**src/rtl/ibex_instr_arb_pkg.sv**
```systemverilog
// Shared types and sizing helpers for the instruction-bus arbiter.
// Contents: requester id enum, requester count, ID FIFO width helpers.
package ibex_instr_arb_pkg;

  typedef enum logic {
    REQ_M0 = 1'b0,
    REQ_M1 = 1'b1
  } instr_req_id_e;

  localparam int unsigned NumRequesters         = 2;
  localparam int unsigned DefaultMaxOutstanding = 2;

  // Pointer width for a FIFO of the given depth (at least one bit).
  function automatic int unsigned id_fifo_ptr_w(int unsigned depth);
    return (depth > 1) ? $clog2(depth) : 1;
  endfunction

  // Occupancy counter width, able to hold 0..depth.
  function automatic int unsigned id_fifo_cnt_w(int unsigned depth);
    return $clog2(depth + 1);
  endfunction

  localparam int unsigned IdFifoPtrW = id_fifo_ptr_w(DefaultMaxOutstanding);

endpackage

```
**src/rtl/ibex_instr_bus_arbiter_if.sv**
```systemverilog
// req/gnt/rvalid instruction-fetch bus bundle.
// master: drives req/addr, receives gnt/rvalid/rdata/err.
// slave:  receives req/addr, drives gnt/rvalid/rdata/err.
interface ibex_instr_bus_arbiter_if;
  logic        req;
  logic [31:0] addr;
  logic        gnt;
  logic        rvalid;
  logic [31:0] rdata;
  logic        err;

  modport master (output req, addr, input gnt, rvalid, rdata, err);
  modport slave  (input req, addr, output gnt, rvalid, rdata, err);
endinterface

```
**src/rtl/ibex_instr_arb_id_fifo.sv**
```systemverilog
// Circular FIFO recording which requester owns each outstanding transaction.
// Ports: clk_i, rst_i (sync, active-high), push_i/data_i, pop_i/data_o,
//        count_o (occupancy), full_o, empty_o.
// Push while full is accepted only when a pop happens in the same cycle.
module ibex_instr_arb_id_fifo
  import ibex_instr_arb_pkg::*;
#(
  parameter int unsigned Depth = 2,
  localparam int unsigned CntW = id_fifo_cnt_w(Depth)
) (
  input  logic            clk_i,
  input  logic            rst_i,
  input  logic            push_i,
  input  instr_req_id_e   data_i,
  input  logic            pop_i,
  output instr_req_id_e   data_o,
  output logic [CntW-1:0] count_o,
  output logic            full_o,
  output logic            empty_o
);

  localparam int unsigned PtrW = id_fifo_ptr_w(Depth);

  instr_req_id_e   mem_q [Depth];
  logic [PtrW-1:0] wptr_q, rptr_q;
  logic [CntW-1:0] count_q;
  logic            do_push, do_pop;

  function automatic logic [PtrW-1:0] ptr_inc(logic [PtrW-1:0] p);
    return (p == PtrW'(Depth - 1)) ? '0 : p + PtrW'(1);
  endfunction

  assign full_o  = (count_q == CntW'(Depth));
  assign empty_o = (count_q == '0);
  assign count_o = count_q;
  assign data_o  = mem_q[rptr_q];
  assign do_pop  = pop_i & ~empty_o;
  assign do_push = push_i & (~full_o | do_pop);

  // Pointer and occupancy update.
  always_ff @(posedge clk_i) begin
    if (rst_i) begin
      wptr_q  <= '0;
      rptr_q  <= '0;
      count_q <= '0;
    end else begin
      if (do_push) wptr_q <= ptr_inc(wptr_q);
      if (do_pop)  rptr_q <= ptr_inc(rptr_q);
      case ({do_push, do_pop})
        2'b10:   count_q <= count_q + CntW'(1);
        2'b01:   count_q <= count_q - CntW'(1);
        default: ;
      endcase
    end
  end

  // Storage needs no reset: entries are read only while occupied.
  always_ff @(posedge clk_i) begin
    if (do_push) mem_q[wptr_q] <= data_i;
  end

endmodule

```
**src/rtl/ibex_instr_bus_arbiter.sv**
```systemverilog
// Shares the core instruction port between the prefetch buffer (m0) and an
// auxiliary fetcher (m1). Holds selection while an address phase waits for
// gnt, records grant order and steers in-order responses back.
// Ports: clk_i, rst_i (sync, active-high), m0/m1 requester buses (slave),
//        instr downstream bus (master), busy_o, proto_err_o (sticky).
module ibex_instr_bus_arbiter
  import ibex_instr_arb_pkg::*;
#(
  parameter int unsigned MaxOutstanding = 2,
  parameter bit          RoundRobin     = 1'b1
) (
  input  logic                     clk_i,
  input  logic                     rst_i,
  ibex_instr_bus_arbiter_if.slave  m0,
  ibex_instr_bus_arbiter_if.slave  m1,
  ibex_instr_bus_arbiter_if.master instr,
  output logic                     busy_o,
  output logic                     proto_err_o
);

  localparam int unsigned CntW = id_fifo_cnt_w(MaxOutstanding);

  instr_req_id_e   sel, sel_q, rr_last_q, head_id;
  logic            lock_q, sel_req, slot_free, push, pop;
  logic            fifo_full, fifo_empty;
  logic [CntW-1:0] fifo_count;
  logic [31:0]     sel_addr;

  // Requester selection; a pending address phase pins it.
  always_comb begin
    sel = REQ_M0;
    if (lock_q) begin
      sel = sel_q;
    end else if (RoundRobin) begin
      if (m0.req && m1.req) sel = (rr_last_q == REQ_M0) ? REQ_M1 : REQ_M0;
      else if (m1.req)      sel = REQ_M1;
    end else if (!m0.req) begin
      sel = REQ_M1;
    end
  end

  assign sel_req  = (sel == REQ_M0) ? m0.req  : m1.req;
  assign sel_addr = (sel == REQ_M0) ? m0.addr : m1.addr;

  // A response popping this cycle frees its slot for a new grant at once.
  assign pop       = instr.rvalid & ~fifo_empty;
  assign slot_free = ~fifo_full | pop;

  assign instr.req  = sel_req & slot_free;
  assign instr.addr = sel_addr & 32'hFFFF_FFFC;
  assign push       = instr.req & instr.gnt;

  assign m0.gnt = push & (sel == REQ_M0);
  assign m1.gnt = push & (sel == REQ_M1);

  assign m0.rvalid = pop & (head_id == REQ_M0);
  assign m1.rvalid = pop & (head_id == REQ_M1);
  assign m0.rdata  = m0.rvalid ? instr.rdata : '0;
  assign m1.rdata  = m1.rvalid ? instr.rdata : '0;
  assign m0.err    = m0.rvalid & instr.err;
  assign m1.err    = m1.rvalid & instr.err;

  assign busy_o = instr.req | (fifo_count != '0);

  ibex_instr_arb_id_fifo #(
    .Depth (MaxOutstanding)
  ) u_id_fifo (
    .clk_i   (clk_i),
    .rst_i   (rst_i),
    .push_i  (push),
    .data_i  (sel),
    .pop_i   (pop),
    .data_o  (head_id),
    .count_o (fifo_count),
    .full_o  (fifo_full),
    .empty_o (fifo_empty)
  );

  // Lock, round-robin history and sticky orphan-response flag.
  always_ff @(posedge clk_i) begin
    if (rst_i) begin
      lock_q      <= 1'b0;
      sel_q       <= REQ_M0;
      rr_last_q   <= REQ_M1;
      proto_err_o <= 1'b0;
    end else begin
      lock_q <= instr.req & ~instr.gnt;
      sel_q  <= sel;
      if (push) rr_last_q <= sel;
      if (instr.rvalid && fifo_empty) proto_err_o <= 1'b1;
    end
  end

endmodule
```
**src/flat_wrapper.sv**
```systemverilog
// flat-port wrapper written by rule: the top's interface ports become plain ports
module ibex_instr_bus_arbiter_flat import ibex_instr_arb_pkg::*;
#(
  parameter int unsigned MaxOutstanding = 2,
  parameter bit          RoundRobin     = 1'b1
)
  (clk_i, rst_i, busy_o, proto_err_o, m0_req, m0_addr, m0_gnt, m0_rvalid, m0_rdata, m0_err, m1_req, m1_addr, m1_gnt, m1_rvalid, m1_rdata, m1_err, instr_req, instr_addr, instr_gnt, instr_rvalid, instr_rdata, instr_err);
  ibex_instr_bus_arbiter_if m0_i ();
  ibex_instr_bus_arbiter_if m1_i ();
  ibex_instr_bus_arbiter_if instr_i ();
  input  logic clk_i;
  input  logic rst_i;
  output logic busy_o;
  output logic proto_err_o;
  input wire logic [$bits(m0_i.req)-1:0] m0_req;
  input wire logic [$bits(m0_i.addr)-1:0] m0_addr;
  output wire logic [$bits(m0_i.gnt)-1:0] m0_gnt;
  output wire logic [$bits(m0_i.rvalid)-1:0] m0_rvalid;
  output wire logic [$bits(m0_i.rdata)-1:0] m0_rdata;
  output wire logic [$bits(m0_i.err)-1:0] m0_err;
  input wire logic [$bits(m1_i.req)-1:0] m1_req;
  input wire logic [$bits(m1_i.addr)-1:0] m1_addr;
  output wire logic [$bits(m1_i.gnt)-1:0] m1_gnt;
  output wire logic [$bits(m1_i.rvalid)-1:0] m1_rvalid;
  output wire logic [$bits(m1_i.rdata)-1:0] m1_rdata;
  output wire logic [$bits(m1_i.err)-1:0] m1_err;
  output wire logic [$bits(instr_i.req)-1:0] instr_req;
  output wire logic [$bits(instr_i.addr)-1:0] instr_addr;
  input wire logic [$bits(instr_i.gnt)-1:0] instr_gnt;
  input wire logic [$bits(instr_i.rvalid)-1:0] instr_rvalid;
  input wire logic [$bits(instr_i.rdata)-1:0] instr_rdata;
  input wire logic [$bits(instr_i.err)-1:0] instr_err;
  assign m0_i.req = m0_req;
  assign m0_i.addr = m0_addr;
  assign m0_gnt = m0_i.gnt;
  assign m0_rvalid = m0_i.rvalid;
  assign m0_rdata = m0_i.rdata;
  assign m0_err = m0_i.err;
  assign m1_i.req = m1_req;
  assign m1_i.addr = m1_addr;
  assign m1_gnt = m1_i.gnt;
  assign m1_rvalid = m1_i.rvalid;
  assign m1_rdata = m1_i.rdata;
  assign m1_err = m1_i.err;
  assign instr_req = instr_i.req;
  assign instr_addr = instr_i.addr;
  assign instr_i.gnt = instr_gnt;
  assign instr_i.rvalid = instr_rvalid;
  assign instr_i.rdata = instr_rdata;
  assign instr_i.err = instr_err;
  ibex_instr_bus_arbiter #(.MaxOutstanding(MaxOutstanding), .RoundRobin(RoundRobin)) u_core (.clk_i(clk_i), .rst_i(rst_i), .m0(m0_i), .m1(m1_i), .instr(instr_i), .busy_o(busy_o), .proto_err_o(proto_err_o));
endmodule
```
**config.mk**
```make
export PLATFORM = sky130hd
export DESIGN_NAME = ibex_instr_bus_arbiter_flat
export DESIGN_NICKNAME = d
export VERILOG_FILES = /design/src/rtl/ibex_instr_arb_pkg.sv /design/src/rtl/ibex_instr_bus_arbiter_if.sv /design/src/rtl/ibex_instr_arb_id_fifo.sv /design/src/rtl/ibex_instr_bus_arbiter.sv /design/src/flat_wrapper.sv
export SDC_FILE = /design/constraint.sdc
export NUM_CORES = 1
export LEC_CHECK = 0
export BUFFER_PORTS_ARGS = -buffer_cell sky130_fd_sc_hd__buf_2
export CORE_AREA = 2 2 81 83
export CTS_BUF_LIST = sky130_fd_sc_hd__clkbuf_16
export DETAILED_ROUTE_END_ITERATION = 10
export DIE_AREA = 0 0 83 85
export GPL_ROUTABILITY_DRIVEN = 0
export GPL_TIMING_DRIVEN = 0
export HOLD_SLACK_MARGIN = 0.08
export PLACE_DENSITY = 0.66
export REMOVE_ABC_BUFFERS = 1
export SLEW_MARGIN = 20
export SYNTH_ARGS = -nofsm -noshare
export SYNTH_HDL_FRONTEND = slang
export SYNTH_HIERARCHICAL = 1
export SYNTH_SLANG_ARGS = --single-unit
```
**constraint.sdc**
```tcl
create_clock -name clk_i -period 4 [get_ports clk_i]
set_clock_uncertainty 0.15 [all_clocks]
set_input_delay 0.8 -clock clk_i [delete_from_list [all_inputs] [get_ports clk_i]]
set_output_delay 0.8 -clock clk_i [all_outputs]
set_load 0.01 [all_outputs]
```
==> run_results.csv <==
group,metric,value,unit
worst_hold_path,hp-class,"flip-flop to flip-flop",
logic_synthesis,yosysSeqAreaShare,17.7,%
floorplanning,core,0.00620,mm²
run_status,status,"completed",
setup_path,worstSetupPathType,"input port to primary output",
setup_path,path_max_fanout,16,
run,cap_violations,0,
clock_network,path_clk_slew,40,ps
setup_path,critPathRequiredTime,3050,ps
power,power_frac_comb,54.4,%
cells_and_area,stdcell_area,0.00249,mm²
sta,min_period_over_period,78.7,%
logic_synthesis,syn-instance-count,168,
detailed_routing,firstDrtPassIters,4,
logic_synthesis,yosysWarnings,6,
logic_synthesis,avgSynthCellArea,8.10,µm²
clock_network,cts_sinks,11,
logic_synthesis,synthDistinctLibCells,30,
power,p_seq_share,20.8,%
power,power_switching,0.000259,W
sta,tns,0,ps
sta,setup_slack,853,ps
detailed_routing,wirelength,5.71,mm
logic_synthesis,ys_dominant_reg_cell,"dfxtp_1",
cells_and_area,layout.cells.most_common,"buf_2",
cells_and_area,diodes,0,
floorplanning,die_area,0.00706,mm²
sta,setup_viol,0,
floorplanning,num_rows,29,
grt,grtUsageTotal,14.7,%
cells_and_area,final_nets,466,
setup_path,start_kind,"input port",
clock_network,clockBufferDepth,2,
cells_and_area,nFillCells,636,
detailed_routing,wl_met2,2.97,mm
logic_synthesis,ys_seq_elements,11,
detailed_routing,highest_layer,"met4",
detailed_routing,vias,1964,
power,power.density,282,mW/mm²
cells_and_area,drive_above_1_share,67.6,%
detailed_routing,first_iter_violations,30,
cells_and_area,final-seq-area,240,µm²
placed_design,place.detailed.hpwl,4.96,mm
clock_network,cts_hold_buf,0,
power,leakagePower,1.62,nW
detailed_routing,wl_met1,2.12,mm
logic_synthesis,synth_edf_count,2,
detailed_routing,wl_per_cell,13.0,µm
cells_and_area,synthToLayoutAreaGrowth,83.4,%
cells_and_area,layout_common_cells,"201 x buf_2, 34 x and2_1, 34 x and3_1",
grt,grt_start_max_net_pins,37,
clock_network,post_cts_buffers,0,
floorplanning,io-pin-count,208,
sta,slew_headroom,40.2,%
sta,period_minus_slack,3150,ps
clock_network,clock_latency,230,ps
sta,worst_pin_slew,896,ps
floorplanning,start_util,21.9,%
power,clockPowerShare,24.8,%
setup_path,crit_arrival,2200,ps
floorplanning,die_y,85,µm
clock_network,cts-root-buf,"clkbuf_16",
grt,grt_pass1_wl,8.64,mm
detailed_routing,wl_met3,588,µm
floorplanning,die_x,83,µm
grt,antenna_found_initial,0,
grt,grt_overflow_total,0,
sta,finalMaxSlewViolations,0,
power,power,0.000704,W
detailed_routing,drt.antenna.violating_nets,0,
placed_design,place_area,0.00242,mm²
setup_path,worst_setup_path_end_kind,"primary output",
power,switching_share,36.9,%
detailed_routing,drc,0,
logic_synthesis,synthArstFlopShare,0,%
grt,grt_pass1_vias,1831,
clock_network,cts-resized-gates,0,
power,peakVddDrop,152,µV
clock_network,cts_buffers,3,
sta,timing.fmax,318,MHz
clock_network,htree_levels,1,
detailed_routing,viasPerCell,4.48,
cells_and_area,multi_input_area,0.00103,mm²
logic_synthesis,synth_area,0.00136,mm²
sta,rsz0062_at_grt,"false",
placed_design,port_buffers,201,
placed_design,place_ws,842,ps
clock_network,cts_tree,"built",
sta,hold_violations,0,
power,p_int,0.000445,W
-- metal layers --
layer	GRT usage (%)	vias to the layer above
met3	3.89	2
met2	28.4	126
met4	2.68	0
met5	0	-
li1	-	959
met1	16.1	877
-- worst max-delay path: stages --
cell     delay (ps)
buf_2           100
nor2b_1         130
a22oi_2         230
buf_6           230
buf_6           200
mux2_2          360
buf_2           140
-- path summary, 6_finish.rpt --
check | start | endpoint | slack [ps] | cells past startpoint
setup reg to reg | u_core/u_id_fifo/count_o[0]$_SDFFE_PP0P_ | u_core/u_id_fifo/count_o[1]$_SDFFE_PP0P_ | 1070 | 9
hold / removal | u_core/proto_err_o$_SDFFE_PP0P_ | u_core/proto_err_o$_SDFFE_PP0P_ | 310 | 2
hold reg to reg | u_core/proto_err_o$_SDFFE_PP0P_ | u_core/proto_err_o$_SDFFE_PP0P_ | 310 | 2
setup / recovery | m1_req | instr_addr[8] | 850 | 7
-- state kept, by name, indices dropped and copies added (netlist names), named ones only --
register	flops
u_core/lock_q	1
u_core/sel_q	1
u_core/rr_last_q	1
u_core/proto_err_o	1
u_core/u_id_fifo/wptr_q	1
u_core/u_id_fifo/rptr_q	1
u_core/u_id_fifo/count_o	2
u_core/u_id_fifo/mem_q	2
-- kinds of logic (layout without fill, tap and decap cells) --
| logic type | Yosys count | in the layout | share of synthesized area (%) |
|---|---|---|---|
| buffers and inverters | 21 | 213 | 7.17 |
| xor gates and xnor gates | 3 | 3 | 1.93 |
| other | 1 | 2 | 0.276 |
| DFF | 11 | 11 | 17.7 |
| AOI/OAI and AO/OA | 10 | 10 | 6.62 |
| adders and majority gates | 1 | 1 | 0.920 |
| muxes | 32 | 32 | 26.8 |
| and+or+nand+nor | 89 | 89 | 38.6 |
-- area by class of cell --
| cell class | count | share of cell area, % |
|---|---|---|
| inverter | 6 | 0.903 |
| tap | 77 | 3.86 |
| timing repair buffer | 203 | 41.2 |
| clock inverter | 1 | 0.150 |
| clock buffer | 3 | 3.01 |
| sequential | 11 | 9.63 |
| multi-input combinational | 137 | 41.2 |
-- per-stage QoR --
step	utilization [%]	hold slack [ps]	instances
after floorplan	-	316	154
after detailed placement	38.9	306	434
final	40.2	310	438
after global routing	40.2	335	438
after global placement	38.5	297	432
after CTS	40.2	316	438
-- cells in the mapped netlist (2+ instances only) --
| cell type | instances | share of area (%) |
|---|---|---|
| buf_4 | 2 | 1.1 |
| or3_1 | 2 | 0.92 |
| dfxtp_1 | 9 | 13 |
| mux2_2 | 31 | 26 |
| a21oi_1 | 3 | 1.1 |
| buf_2 | 3 | 1.1 |
| inv_1 | 5 | 1.4 |
| xnor2_1 | 2 | 1.3 |
| nand2_1 | 2 | 0.55 |
| edfxtp_1 | 2 | 4.4 |
| clkbuf_1 | 9 | 2.5 |
| and2_1 | 34 | 16 |
| nor2_1 | 14 | 3.9 |
| and3_1 | 34 | 16 |
-- power groups by stage --
stage / logic [W] / registers (W) / clock network (W)
after CTS: 0.000388 / 0.000147 / 0.000179
after detailed placement: 0.000386 / 0.000148 / 0
final: 0.000383 / 0.000146 / 0.000174
after global placement: 0.000377 / 0.000147 / 0
after global routing: 0.000419 / 0.000148 / 0.000186
after floorplan: 0.000215 / 0.000146 / 0
No activity file was read; power rests on OpenSTA's default activity.
